--- src/rtl/btbd_pkg.sv ---
// Shared baseband definitions: packet type codes, scheduler FSM states, LT_ADDR space.
package btbd_pkg;

  localparam int NLT = 8;

  localparam logic [3:0] PKT_NULL = 4'h0;
  localparam logic [3:0] PKT_POLL = 4'h1;

  typedef enum logic [1:0] {
    IDLE  = 2'd0,
    EVAL  = 2'd1,
    ISSUE = 2'd2,
    WAIT  = 2'd3
  } sched_state_t;

  // Lowest requesting link number (bit j stands for LT_ADDR j+1), 0 when none.
  function automatic logic [2:0] first_link(input logic [6:0] req);
    logic [2:0] r;
    r = 3'd0;
    for (int j = 6; j >= 0; j--) begin
      if (req[j]) r = 3'(j + 1);
    end
    return r;
  endfunction

endpackage

--- src/rtl/rr_pick7.sv ---
// Combinational round-robin picker over LT_ADDR 1..7, starting the search just after ptr.
module rr_pick7
  import btbd_pkg::*;
(
  input  logic [6:0] req,
  input  logic [2:0] ptr,
  output logic [2:0] winner,
  output logic       valid
);

  logic [6:0] above;
  logic [6:0] hi;

  // Links numbered above ptr get first chance; otherwise wrap to the lowest requester.
  always_comb begin
    // NOTE: every bit gets a value before the loop, so no latch is inferred.
    above = '0;
    for (int j = 0; j < 7; j++) begin
      above[j] = (3'(j + 1) > ptr);
    end
  end

  assign hi     = req & above;
  assign winner = (|hi) ? first_link(hi) : first_link(req);
  assign valid  = |req;

endmodule

--- src/rtl/acl_txsched.sv ---
// Master-side ACL TX scheduler: picks LT_ADDR and packet type for each master TX slot.
// Optional forced-poll class and poll counters are built when ACL_TXSCHED_TPOLL_EN is defined.
module acl_txsched
  import btbd_pkg::*;
#(
  parameter int NLT = btbd_pkg::NLT
) (
  input  logic           clk_6M,
  input  logic           rstz,
  input  logic           sched_en,
  input  logic           m_tslot_p,
  input  logic           ms_RXslot_endp,
  input  logic           reserved_p,
  input  logic [NLT-1:0] link_active,
  input  logic [NLT-1:0] txdatready,
  input  logic [NLT-1:0] dec_flow,
  input  logic [NLT-1:0] dec_arqn,
  input  logic [3:0]     regi_packet_type,
  input  logic [7:0]     regi_tpoll,
  output logic [2:0]     txpk_lt_addr,
  output logic [3:0]     txpktype,
  output logic           ms_txcmd_p,
  output logic [NLT-1:0] poll_due,
  output logic           sched_busy
);

  sched_state_t state;
  logic [2:0]   ptr;

  logic [7:1] l_mask, retx, newd;
  logic [2:0] retx_win, newd_win, ka_win, win;
  logic       retx_v, newd_v, ka_v, win_v, issue;
  logic [3:0] win_type;

  assign l_mask = link_active[7:1];
  assign retx   = l_mask & ~dec_arqn[7:1] & dec_flow[7:1];
  assign newd   = l_mask & txdatready[7:1] & dec_flow[7:1] & dec_arqn[7:1];

  rr_pick7 u_pick_retx (.req(retx),   .ptr(ptr), .winner(retx_win), .valid(retx_v));
  rr_pick7 u_pick_newd (.req(newd),   .ptr(ptr), .winner(newd_win), .valid(newd_v));
  rr_pick7 u_pick_ka   (.req(l_mask), .ptr(ptr), .winner(ka_win),   .valid(ka_v));

`ifdef ACL_TXSCHED_TPOLL_EN
  logic [7:1] pd;
  logic [2:0] pd_win;
  logic       pd_v;
  logic [7:0] pc [7:1];
  logic       unused_bits;

  assign pd = l_mask & poll_due[7:1];
  rr_pick7 u_pick_pd (.req(pd), .ptr(ptr), .winner(pd_win), .valid(pd_v));
  assign unused_bits = ^{link_active[0], txdatready[0], dec_flow[0], dec_arqn[0]};
`else
  logic unused_bits;
  assign unused_bits = ^{regi_tpoll, link_active[0], txdatready[0], dec_flow[0], dec_arqn[0]};
  assign poll_due    = '0;
`endif

  // Class priority: retransmission, overdue poll, new data, keep-alive poll.
  always_comb begin
    win      = 3'd0;
    win_type = PKT_NULL;
    win_v    = 1'b0;
    if (retx_v) begin
      win = retx_win; win_type = regi_packet_type; win_v = 1'b1;
    end
`ifdef ACL_TXSCHED_TPOLL_EN
    else if (pd_v) begin
      win = pd_win; win_type = PKT_POLL; win_v = 1'b1;
    end
`endif
    else if (newd_v) begin
      win = newd_win; win_type = regi_packet_type; win_v = 1'b1;
    end
    else if (ka_v) begin
      win = ka_win; win_type = PKT_POLL; win_v = 1'b1;
    end
  end

  assign issue      = (state == EVAL) && sched_en && win_v;
  assign sched_busy = (state != IDLE);

  // NOTE: sequential state uses non-blocking assignments only, so every
  // register sees the pre-edge values of the others.
  always_ff @(posedge clk_6M or negedge rstz) begin
    if (!rstz) begin
      state        <= IDLE;
      ptr          <= 3'd7;
      txpk_lt_addr <= 3'd0;
      txpktype     <= PKT_NULL;
      ms_txcmd_p   <= 1'b0;
    end else begin
      ms_txcmd_p <= 1'b0;
      if (!sched_en) begin
        state <= IDLE;
      end else begin
        case (state)
          IDLE:    if (m_tslot_p && !reserved_p) state <= EVAL;
          EVAL: begin
            state        <= ISSUE;
            txpk_lt_addr <= win;
            txpktype     <= win_type;
            ms_txcmd_p   <= win_v;
            if (win_v) ptr <= win;
          end
          ISSUE:   state <= WAIT;
          WAIT:    if (ms_RXslot_endp) state <= IDLE;
          default: state <= IDLE;
        endcase
      end
    end
  end

`ifdef ACL_TXSCHED_TPOLL_EN
  // NOTE: the seven counters are ordinary flops, not a RAM, so they take the async reset.
  always_ff @(posedge clk_6M or negedge rstz) begin
    if (!rstz) begin
      for (int i = 1; i <= 7; i++) pc[i] <= 8'd0;
    end else begin
      for (int i = 1; i <= 7; i++) begin
        if (!l_mask[i] || (issue && win == 3'(i))) pc[i] <= 8'd0;
        else if (m_tslot_p && pc[i] != 8'hFF)      pc[i] <= pc[i] + 8'd1;
      end
    end
  end

  always_comb begin
    poll_due = '0;
    for (int i = 1; i <= 7; i++) begin
      poll_due[i] = (regi_tpoll != 8'd0) && (pc[i] >= regi_tpoll);
    end
  end
`endif

endmodule

--- config.mk ---
export PLATFORM = sky130hd
export DESIGN_NAME = acl_txsched
export DESIGN_NICKNAME = d
export VERILOG_FILES = /design/src/rtl/btbd_pkg.sv /design/src/rtl/rr_pick7.sv /design/src/rtl/acl_txsched.sv
export SDC_FILE = /design/constraint.sdc
export NUM_CORES = 1
export LEC_CHECK = 0
export ABC_CLOCK_PERIOD_IN_PS = 3600
export BUFFER_PORTS_ARGS = -buffer_cell sky130_fd_sc_hd__buf_4
export CORE_MARGIN = 3
export CORE_UTILIZATION = 50
export DETAILED_ROUTE_END_ITERATION = 10
export PLACE_DENSITY_LB_ADDON = 0.15
export SYNTH_ARGS = -nofsm -noshare
export SYNTH_HDL_FRONTEND = slang
export SYNTH_SLANG_ARGS = --single-unit
--- constraint.sdc ---
create_clock -name clk_6M -period 3.6 [get_ports clk_6M]
set_input_delay 0.54 -clock clk_6M [delete_from_list [all_inputs] [get_ports clk_6M]]
set_output_delay 0.54 -clock clk_6M [all_outputs]
set_load 0.02 [all_outputs]
Word level (Yosys, flattened, before mapping):

Cells that the tools add are included.

* register bits after elaboration: 13
* output and inout bits: 17
* logic and storage cells: 99

* order comparisons: 7
* equality and inequality tests: 5
* mux-type cells: 60
* bitwise operators: 9
* reductions and logical operators: 13

Operators by type and width (number)
* $mux W3: 48
* $and A7 B7 Y7: 8
* $reduce_or A7 Y1: 6
* $gt A3 B3 Y1 const A: 4
* $mux W4: 2
* $pmux W2 S4: 1
* $not A7 Y7: 1
* $gt A2 B3 Y1 const A: 2
* $mux W1: 6
* $mux W2: 3
* $ne A3 B3 Y1 const B: 2
* $eq A2 B2 Y1 const B: 2
* $reduce_and A2 Y1: 2
* $gt A1 B3 Y1 const A: 1
* $reduce_and A3 Y1: 1
* $eq A2 B1 Y1 const B: 1
* $logic_not A2 Y1: 1
* $reduce_bool A2 Y1: 1
* $logic_and A1 B1 Y1: 1
* $logic_not A1 Y1: 1

Depth between registers and ports, before layout:

* depth in word-level cells: 14
* mapped depth: 9
* mapped depth without buffers: 8

By module:

Synthesis repeated with hierarchy kept, for this count alone.

* cells, all modules: 211
* area, all modules: 1652.8 µm²

By module, submodules not included
* acl_txsched: instances 1, cells each 94, area each 834.6 µm², sequential area each 329.1 µm²
* rr_pick7: instances 3, cells each 39, area each 272.8 µm², sequential area each 0.0 µm²

Least setup slack after synthesis:

No wires, ideal clock.

* path kind: input port to flip-flop
* start point: input port link_active[3]
* end point: register txpk_lt_addr[2]
* arrival: 1939 ps
* slack: 1543 ps
* stages: 8
* buffers on the path: 1
* cell sequence: buf_6 -> nand3b_4 -> nand2_2 -> or3_4 -> or3_4 -> a21oi_2 -> a2111oi_2 -> a21o_1

* word-level cells in the longest chain between the ends: 10
* elaborated cells between the ends (all ways): 38
* classes of those cells: mux (24); bitwise (8); reduce/logical (6)

Ends and longest elaborated chain
* from (decl): line acl_txsched.sv:14 `input logic [NLT-1:0] link_active,`
* $and A7 B7 Y7 (3 in a row): line acl_txsched.sv:37 `assign newd = l_mask & txdatready[7:1] & dec_flow[7:1] & dec_arqn[7:1];`
* $and A7 B7 Y7: line rr_pick7.sv:23 `assign hi = req & above;`
* $mux W3 (3 in a row): line btbd_pkg.sv:21 `if (req[j]) r = 3'(j + 1);`
* $mux W3: line rr_pick7.sv:24 `assign winner = (|hi) ? first_link(hi) : first_link(req);`
* $mux W3: line acl_txsched.sv:72 `else if (newd_v) begin`
* $mux W3 *: line acl_txsched.sv:64 `if (retx_v) begin`
* to (signal assigned): line acl_txsched.sv:101 `txpk_lt_addr <= win;`
* to (decl): line acl_txsched.sv:20 `output logic [2:0] txpk_lt_addr,`

Mark *: on every way between the ends. The rest lies on a longest branch, timed or not.
A chain may end at the register's enable or synchronous reset.

Worst setup path in the final report:

* start point: register ptr[1]
* end point: register txpk_lt_addr[0]

* word-level cells in the longest chain between the ends: 13
* elaborated cells between the ends (all ways): 40
* classes of those cells: order compare (7); mux (27); bitwise (3); reduce/logical (3)

Ends and longest elaborated chain
* from (decl): line acl_txsched.sv:28 `logic [2:0] ptr;`
* from (signal assigned): line acl_txsched.sv:104 `if (win_v) ptr <= win;`
* $gt A3 B3 Y1: line rr_pick7.sv:19 `above[j] = (3'(j + 1) > ptr);`
* $and A7 B7 Y7: line rr_pick7.sv:23
* $mux W3 (7 in a row): line btbd_pkg.sv:21
* $mux W3: line rr_pick7.sv:24
* $mux W3: line acl_txsched.sv:75 `else if (ka_v) begin`
* $mux W3: line acl_txsched.sv:72
* $mux W3 *: line acl_txsched.sv:64

Marks and branches as above.

==> results <==
- The arrival time at the worst endpoint is 2.52 ns.
- The total global routing track utilization is 0.220.
- The setup path with the least slack is of type reg2reg.
- The post-synthesis cell area is ~0.0017 sq mm.
- Entering global routing, the biggest net connects 23 pins.
- The region available for standard cell placement spans between 0.003 and 0.004 sq mm.
- The post-layout utilization of the core is 0.640.
- The length of the first detailed-routing pass in iterations is 4.
- CTS placed an instance of clkbuf_4 at the clock tree root.
- The count of flip-flops with a built-in enable after synthesis is 0.
- The count of pins over their slew limit is 0.
- The initial utilization of the core area, before any placement, comes to 0.538.
- The slowest cell on the critical path is dfstp_2.
- IR analysis of the VDD net gives a maximum drop of about 0.00038 V.
- The path class of the tightest hold or removal check is in2async.
- The maximum count of clock buffers along a single path is 2.
- The number of antenna violations at the first check in global routing is 0.
- The most numerous cell in the Yosys netlist is nand2_1.
- Walking the worst path, the cells encountered are nand2_2, a22oi_2, nand2_2, or4_1, and4_4, o211ai_2, nand3_1.
- The leakage component of the power is 0.949 nW.
- The share of synthesized area in the top cell type comes to 0.149.
- The average cell area after synthesis is ~7.7 sq um.
- The number of input and output port buffers inserted is 46.
- Headroom to the max-slew limit came out at 0.653.
- The first global-routing pass estimated approximately 7.3 mm of wire.
- At the worst endpoint, the required time is between 3 and 4 ns.
- The area added between synthesis and finish is 18.9%.
- 0 antenna diodes ended up in the layout.
- The count of final hold-check violations was 0.
- In this run, post-CTS repair resized a total of 0 instances.
- The worst clock skew is around 0.00046 ns.
- The cell type with the highest aggregate area in the netlist is dfrtp_1.
- In the final routed layout, each cell accounts on average for approximately 14 um.
- The proportion of synthesized flip-flops having asynchronous set or reset is 1.00.
- The sum of overflow across all layers after global routing is 0.
- Setup repair after global routing left no endpoint under its margin.
- The via count of the first global-routing pass is 1638.
- The wire length after detailed routing is approximately 4.2 mm.
- The CTS H-tree depth is 1.
- Timing would allow up to about 420 MHz.
- The leading register cell type out of synthesis is dfrtp_1.
- The floorplan die area is approximately 0.0041 sq mm.
- The standard-cell row count is 20.
- The worst path setup slack after routing is around 1.2 ns.
- Measured along the y axis, the die boundary spans roughly 64 um.
- The HPWL after detailed placement is 3.47 mm.
- The post-layout net count is about 310.
- The maximum single-stage delay on the critical path is roughly 0.8 ns.
- Sorting the synthesized cells by area gives the leading types as dfrtp_1, nand2_1, buf_4.
- CTS saw 13 sinks.
- Clock tree synthesis inserted a total of 3 buffers.
- Of the available clock period, the critical path in the final layout requires 0.658.
- The cell occurring most often along the worst timing path is nand2_2.
- The die width is 64.0 um.
- The smallest clock period supported by the final layout is computed as 2.37 ns.
- The via count normalized by instance count is 5.81.
- In this run, synthesis produced a sequential element count of 13.
- The quantity of hold-fixing buffers added after cts is 0.
- The share of post-route cells with drive strength above 1 is 0.306.
- The CTS tree is done.
- The run finished with clean final reports.
- The clock slew seen by the registers of the worst setup and hold paths is about 0.070 ns.
- The clock latency of the later-clocked register in the worst-skew pair is approximately 0.27 ns.
- The worst setup path is captured at a flop.
- The Yosys step of the flow raised 0 warnings.
- The number of vias in the routed layout is 1754.
- The synthesized netlist contains 67 unique library cells.
- The number of nets still failing antenna checks after routing is 0.
- Of the synthesized area, sequential elements account for 0.196.
- Adding up every negative setup slack in the final design gives 0 ns.
- The number of setup violations in the final report is 0.
- The setup slack after placement is about 1.3 ns.
- Max-cap violations in this run came to 0.
- In the routed design, unresolved DRC markers number 0.
- The synthesized instance count is around 220.
- In this run the power density over the cells is 555 mW/mm^2.
- The detailed router finished its first iteration with around 110 violations.
- Along the worst path, the maximum fanout reaches 22.
- Ranked by instance count, the synthesized netlist is headed by nand2_1, a21oi_1, nor2_1, inv_1, buf_4.
- In this run the post-CTS setup repair buffer count came out at 0.
- At the end of routability-driven placement, the weighted congestion stood at slightly below 0.9.
- Power comes to between 1 and 1.5 mW.
- The number of top-level design ports is between 60 and 70.
- The category of the worst setup path launch point is a flop.
- At the pin with the least slew margin, the transition time is approximately 0.52 ns.
power by group:
part / switching (mW) / total [mW] / internal (mW)
clock network: 0.0419 / 0.0848 / 0.0429
logic: 0.384 / 0.674 / 0.290
registers: 0.124 / 0.351 / 0.226
per-stage QoR:
step | area (sq um) | std cells | hold slack, ns
global placement | 1970 | 298 | 0.391
CTS | 2000 | 302 | 0.0910
floorplan | 1710 | 226 | 0.244
global route | 2000 | 302 | 0.0812
detailed placement | 1970 | 298 | 0.390
finish | 2000 | 302 | 0.0957
registers in the layout, summed over array words and instances (netlist names):
| register | flops |
|---|---|
| ptr | 3 |
| state | 2 |
| txpktype | 4 |
| txpk_lt_addr | 3 |
| ms_txcmd_p | 1 |
kinds of logic (layout without fill, tap and decap cells):
| group | Yosys count | after routing | synth area share |
|---|---|---|---|
| other | 1 | 8 | 0.00223 |
| AND/OR/NAND/NOR | 89 | 89 | 0.312 |
| buffers and inverters | 31 | 63 | 0.109 |
| AO/OA/AOI/OAI | 80 | 80 | 0.343 |
| adder cells (fa/ha/maj) | 5 | 5 | 0.0372 |
| flip-flops | 13 | 13 | 0.196 |
worst paths after layout:
kind | from | to | slack, ns | depth (start not counted)
hold / removal | rstz | txpktype[0]$_DFFE_PN0P_ | 0.1 | 1
min in group clk_6M | txpk_lt_addr[2]$_DFFE_PN0P_ | txpk_lt_addr[2]$_DFFE_PN0P_ | 0.48 | 1
setup reg to reg | ptr[1]$_DFFE_PN1P_ | txpk_lt_addr[0]$_DFFE_PN0P_ | 1.23 | 7
max in group asynchronous | rstz | ptr[1]$_DFFE_PN1P_ | 3.28 | 1
setup / recovery | ptr[1]$_DFFE_PN1P_ | txpk_lt_addr[0]$_DFFE_PN0P_ | 1.23 | 7
hold reg to reg | txpk_lt_addr[2]$_DFFE_PN0P_ | txpk_lt_addr[2]$_DFFE_PN0P_ | 0.48 | 1
final cells by class:
type,count,area [sq um]
multi-input combinational,182,1200
fill,274,1130
timing repair buffer,46,345
sequential,13,329
tap,44,55.1
inverter,13,48.8
clock buffer,4,26.3
worst max-delay path, delay by kind of cell, from the launching register on:
family | cells | cell delay [ns]
AND/OR/NAND/NOR | 5 | 1.07
AO/OA/AOI/OAI | 2 | 0.40
flip-flops | 1 | 0.78
layout by cell type (no fill, tap or decap), types with 4 or more instances in the layout:
master,n
o21ai_1,8
inv_1,12
o22ai_1,4
o21ai_0,9
dfrtp_1,10
ha_1,5
nor2_1,14
buf_4,46
conb_1,8
a21o_1,4
nand2_1,24
a21oi_1,16
nand3_1,5
nand4_1,5
nor3_1,5
nand2_2,4
layer usage:
| metal | vias to the layer above | wire (um) | GRT usage |
|---|---|---|---|
| met1 | 806 | 1920 | 0.316 |
| met5 | - | 0 | 0 |
| met2 | 68 | 1990 | 0.347 |
| li1 | 876 | - | - |
| met4 | 0 | 36 | 0.0485 |
| met3 | 4 | 288 | 0.0316 |
Note: power is estimated with default switching activity, not from simulation.
